==> src/rtl/divn_cntr.sv <==
// Programmable modulo-N counter with terminal-count flag and glitch-free modulus reload at wrap/clr.
// Define DIVN_SQUARE_EN to build the registered divided square-wave output on sq_out.
module divn_cntr #(
  parameter int unsigned WIDTH   = 4,
  parameter int unsigned DEF_MOD = 3
) (
  input  logic             clk,
  input  logic             rst,
  input  logic             en,
  input  logic             clr,
  input  logic             mod_ld,
  input  logic [WIDTH-1:0] mod_in,
  output logic [WIDTH-1:0] cnt,
  output logic             tc,
  output logic             mod_pend,
  output logic             sq_out
);

  localparam logic [WIDTH-1:0] DefMod = WIDTH'(DEF_MOD);
  localparam logic [WIDTH-1:0] One    = WIDTH'(1);

  logic [WIDTH-1:0] cnt_r, mod_r, pend_mod;
  logic             pend_vld;

  logic [WIDTH-1:0] last;
  logic             at_last, wrap, apply, ld_ok;
  logic [WIDTH-1:0] nxt_cnt, nxt_mod, nxt_pend_mod;
  logic             nxt_pend_vld;

  // mod_r is never 0, so mod_r-1 cannot underflow.
  assign last    = mod_r - One;
  assign at_last = (cnt_r == last);
  assign wrap    = en & ~clr & at_last;
  assign apply   = clr | wrap;
  assign ld_ok   = mod_ld & (mod_in != '0);

  always_comb begin
    nxt_cnt      = cnt_r;
    nxt_mod      = mod_r;
    nxt_pend_mod = pend_mod;
    nxt_pend_vld = pend_vld;

    if (apply) begin
      nxt_cnt = '0;
    end else if (en) begin
      nxt_cnt = cnt_r + One;
    end

    // The modulus only changes when the count returns to 0, keeping cnt inside 0..mod_r-1.
    if (apply) begin
      if (ld_ok) begin
        nxt_mod = mod_in;
      end else if (pend_vld) begin
        nxt_mod = pend_mod;
      end
      nxt_pend_vld = 1'b0;
    end else if (ld_ok) begin
      nxt_pend_mod = mod_in;
      nxt_pend_vld = 1'b1;
    end
  end

  always_ff @(posedge clk) begin
    if (rst) begin
      cnt_r    <= '0;
      mod_r    <= DefMod;
      pend_mod <= '0;
      pend_vld <= 1'b0;
    end else begin
      cnt_r    <= nxt_cnt;
      mod_r    <= nxt_mod;
      pend_mod <= nxt_pend_mod;
      pend_vld <= nxt_pend_vld;
    end
  end

  assign cnt      = cnt_r;
  assign mod_pend = pend_vld;
  assign tc       = en & ~rst & ~clr & at_last;

`ifdef DIVN_SQUARE_EN
  logic [WIDTH:0] half;
  logic           sq_r;

  // High for ceil(M/2) counts of each period.
  assign half = ({1'b0, nxt_mod} + (WIDTH + 1)'(1)) >> 1;

  always_ff @(posedge clk) begin
    if (rst) begin
      sq_r <= 1'b1;
    end else begin
      sq_r <= ({1'b0, nxt_cnt} < half);
    end
  end

  assign sq_out = sq_r;
`else
  assign sq_out = 1'b0;
`endif

endmodule

==> config.mk <==
export PLATFORM = sky130hd
export DESIGN_NAME = divn_cntr
export DESIGN_NICKNAME = d
export VERILOG_FILES = /design/src/rtl/divn_cntr.sv
export SDC_FILE = /design/constraint.sdc
export NUM_CORES = 1
export LEC_CHECK = 0
export ABC_AREA = 1
export CORE_UTILIZATION = 30
export CTS_CLUSTER_SIZE = 24
export DETAILED_ROUTE_END_ITERATION = 6
export DONT_BUFFER_PORTS = 1
export PLACE_DENSITY = 0.52
export SLEW_MARGIN = 25
export SYNTH_ARGS = -nofsm -noshare
export SYNTH_HDL_FRONTEND = slang
export SYNTH_SLANG_ARGS = --single-unit
export TNS_END_PERCENT = 1
==> constraint.sdc <==
create_clock -name clk -period 5.3 [get_ports clk]
set_clock_uncertainty 0.2 [all_clocks]
set_input_delay 1.06 -clock clk [delete_from_list [all_inputs] [get_ports clk]]
set_output_delay 1.06 -clock clk [all_outputs]
set_load 0.03 [all_outputs]
### Yosys cells after proc, flatten, opt, wreduce, memory -nomap -nowiden

Index checks and enable logic that the tools add are counted.

* register bits after elaboration: 13
* output and inout bits: 7
* word-level logic and storage cells: 24

* add/subtract/negate cells: 2
* equality and inequality tests: 1
* mux-type cells: 2
* bitwise operators: 10
* reductions and logical operators: 5

Operators by type and width (number)
* 2-to-1 mux 4 bit: 2
* AND 1 bit: 6
* adder 4 x 1 -> 4 bit (second input constant): 1
* equality test 4 bit: 1
* AND reduction 2 bit: 2
* nonzero test 4 bit: 1
* subtractor 4 x 1 -> 4 bit (second input constant): 1
* inverter 1 bit: 3
* nonzero test 2 bit: 1
* OR reduction 2 bit: 1
* bitwise OR 1 bit: 1

### Logic depth before layout (Yosys ltp)

* word-level depth: 6
* gate-level depth with buffers: 13
* mapped depth without buffers: 13

### Worst setup path before layout

No wires, ideal clock.

* kind: input to output
* start point: input en
* end point: output tc
* arrival: 1899 ps
* required time: 4040 ps
* setup slack: 2141 ps
* stages: 6
* buffers on the path: 0
* path through: inv_2 > nor2_1 > o21ai_1 > nor2_2 > nand3_2 > nor2_1

* cells in the longest elaborated chain, start to end: 3

RTL lines
* start, declared: line 9 `input logic en,`
* AND 1 bit (3 in a row): line 79 `assign tc = en & ~rst & ~clr & at_last;`
* end, declared: line 14 `output logic tc,`

Every way passes these cells.

### Final worst setup path

* start point: register mod_r[0]
* end point: output tc

* cells in the longest elaborated chain, start to end: 3

RTL lines
* start, declared: line 22 `logic [WIDTH-1:0] cnt_r, mod_r, pend_mod;`
* start signal, assigned: line 66 `mod_r <= DefMod;`
* start signal, assigned: line 71 `mod_r <= nxt_mod;`
* subtractor 4 x 1 -> 4 bit: line 31 `assign last = mod_r - One;`
* equality test 4 bit: line 32 `assign at_last = (cnt_r == last);`
* AND 1 bit: line 79

Every way passes these cells.

==> results.tsv <==
metric	value	unit
wl_per_cell	9.586	um
yosysWarnings	0	
cts-root-buf	clkbuf_4	
rsz0062_at_grt	no	
hp-class	reg2reg	
h-tree-depth	1	
grt_use_total	0.1333	
path_clk_slew	80	ps
hold_buffers	0	
cts_resized	0	
dr.max_layer_used	met4	
worstPathMaxFanout	5	
core	0.002500	sq mm
fill_cells	285	
cp_slowest_stage_delay	460	ps
first_iter_violations	8	
crit_path_cell_trace	inv_1 -> ha_1 -> nand2_1 -> nand3_1 -> nor2_2 -> nand3_2 -> nor2_1	
startpoint_type	flop	
finish.instance_area	844.6	sq um
grt_pass1_wl	2822	um
synth_top_cell_area_share	0.3255	
io_buffers	0	
crit_buf_inv	1	
antenna_cells	0	
worstPathRequired	4040	ps
routed_wl	1505	um
firstDrtPassIters	2	
seq_area_frac_synth	0.3255	
nNetsFinal	139	
yosys-top-cells-area	dfxtp_1, nand2_1, inv_1	
antenna_found_initial	0	
gp_congestion	0.7570	
wl_met3	81	um
power.leakage	0.4077	nW
drv_cap	0	
syn_to_final_growth	5.634	%
cts_sinks	13	
hpwl	1126	um
cp.arrival	1960	ps
critPathCaptureType	primary output	
drt.antenna.violating_nets	0	
grt_max_degree	9	
ys.flop_type	dfxtp_1	
m1WireLength	751	um
overflow	0	
slew-limit-headroom	0.6371	
die-area	0.002876	sq mm
p_per_area	249.7	mW/mm^2
routed_via_density	4.414	
synth.largest_area_cell	dfxtp_1	
die_w	53.63	um
report.final.slew_viol_count	0	
clk_latency	280	ps
ys_types	20	
p_total	210.8	uW
synth.most_common_cell	nand2_1	
critPathSlowestCell	nor2_1	
initial_core_util	0.3198	
placedCellCount	153	
dp_slack	2070	ps
status	finished, final reports clean	
cp_top_family	simple AND/OR/NAND/NOR gates	
synth_edf_count	0	
grt_pass1_vias	741	
die_h	53.63	um
postCtsSetupRepairBufs	0	
final.setup.tns	0	ps
max_freq	310.7	MHz
ys_async_sr_fraction	0	
hold_violations	0	
core.rowCount	18	
syn-cell-area	799.5	sq um
fin_crit_sh	0.6072	
io_pins	16	
drive_gt1_frac	0.1339	
mappedNetlistNets	136	
clock_path_buffers	2	
synth-seq-cells	13	
wl_met2	657	um
cts_tree	done	
finalCriticalPeriod	3218	ps
postSynthCellCount	125	
setup_slack	2082	ps
drc	0	
vias	693	
finalNonFillerCells	157	
final-setup-viol-count	0	
syn-mean-instance-area	6.396	sq um
postPlaceCellArea	818.3	sq um
netlist_top_cells_count	nand2_1, inv_1, nor2_1	
cts_buffers	3	
tightest_slew	542.3	ps
path_class	reg2out	
ir_worst_vdd	146.4	uV
[path summary, 6_finish.rpt]
kind	startpoint	to	slack (ps)	depth (start not counted)
hold / removal	mod_r[0]	mod_r[0]	310	2
setup / recovery	mod_r[0]	tc	2080	7
setup reg to reg	mod_r[0]	mod_r[1]	3410	10
hold reg to reg	mod_r[0]	mod_r[0]	310	2
[power by group]
part / total [mW] / internal, mW / leakage (nW) / switching, mW
combinational: 0.0374 / 0.0132 / 0.286 / 0.0241
clock: 0.0634 / 0.0292 / 0.0150 / 0.0342
sequential: 0.110 / 0.104 / 0.107 / 0.00647
total: 0.211 / 0.146 / 0.408 / 0.0648
[metal layers]
layer  up-vias  track usage
li1        388            -
met4         0      0.02632
met5         -            0
met2        14       0.2417
met3         2      0.05367
met1       289       0.1450
[layout make-up]
| cell class | count | area, sq um | share of cell area |
|---|---|---|---|
| Multi-Input combinational cell | 88 | 437.9 | 0.5185 |
| Inverter | 22 | 82.58 | 0.09778 |
| Tap cell | 30 | 37.54 | 0.04444 |
| Sequential cell | 13 | 260.3 | 0.3081 |
| Clock buffer | 4 | 26.28 | 0.03111 |
[sequential cells by signal, indices dropped and copies added, names as in the netlist]
signal	cells
pend_mod	4
cnt	4
mod_r	4
mod_pend	1
[cells by family after synthesis]
| group | count (synthesis) | share of synthesized area |
|---|---|---|
| compound gates | 10 | 0.06571 |
| xor+xnor | 1 | 0.01096 |
| fa+ha+maj | 2 | 0.03129 |
| buf+inv | 24 | 0.1268 |
| flops | 13 | 0.3255 |
| other cells | 1 | 0.004690 |
| simple gates | 74 | 0.4351 |
[worst min-delay path, delay by kind of cell, from the launching register on]
| family | cells | cell delay (ps) |
|---|---|---|
| DFF | 1 | 340 |
| and+or+nand+nor | 2 | 120 |
[through the flow]
step,utilization,hold WS (ps)
final,0.3378,305.0
after global routing,0.3378,335.4
after CTS,0.3378,302.7
after detailed placement,0.3273,289.0
after global placement,0.3273,283.5
after floorplan,-,251.1
[cell usage in the layout, fill, tap and decap left out]
master    Yosys  final
nor2_2        2      2
nand2_4       2      2
a21boi_0      1      1
inv_2         5      5
conb_1        1      1
dfxtp_1      13     13
or2_0         1      1
inv_1        17     17
a21oi_1       5      5
nand4_1       2      2
nor2_1       15     15
o21ai_0       3      3
nand2_1      38     38
nand3_2       5      5
xor2_1        1      1
ha_1          2      2
clkbuf_4      0      3
clkbuf_1      0      1
o21ai_1       1      1
nand3_1       9      9
No activity file was read; power rests on OpenSTA's default activity.
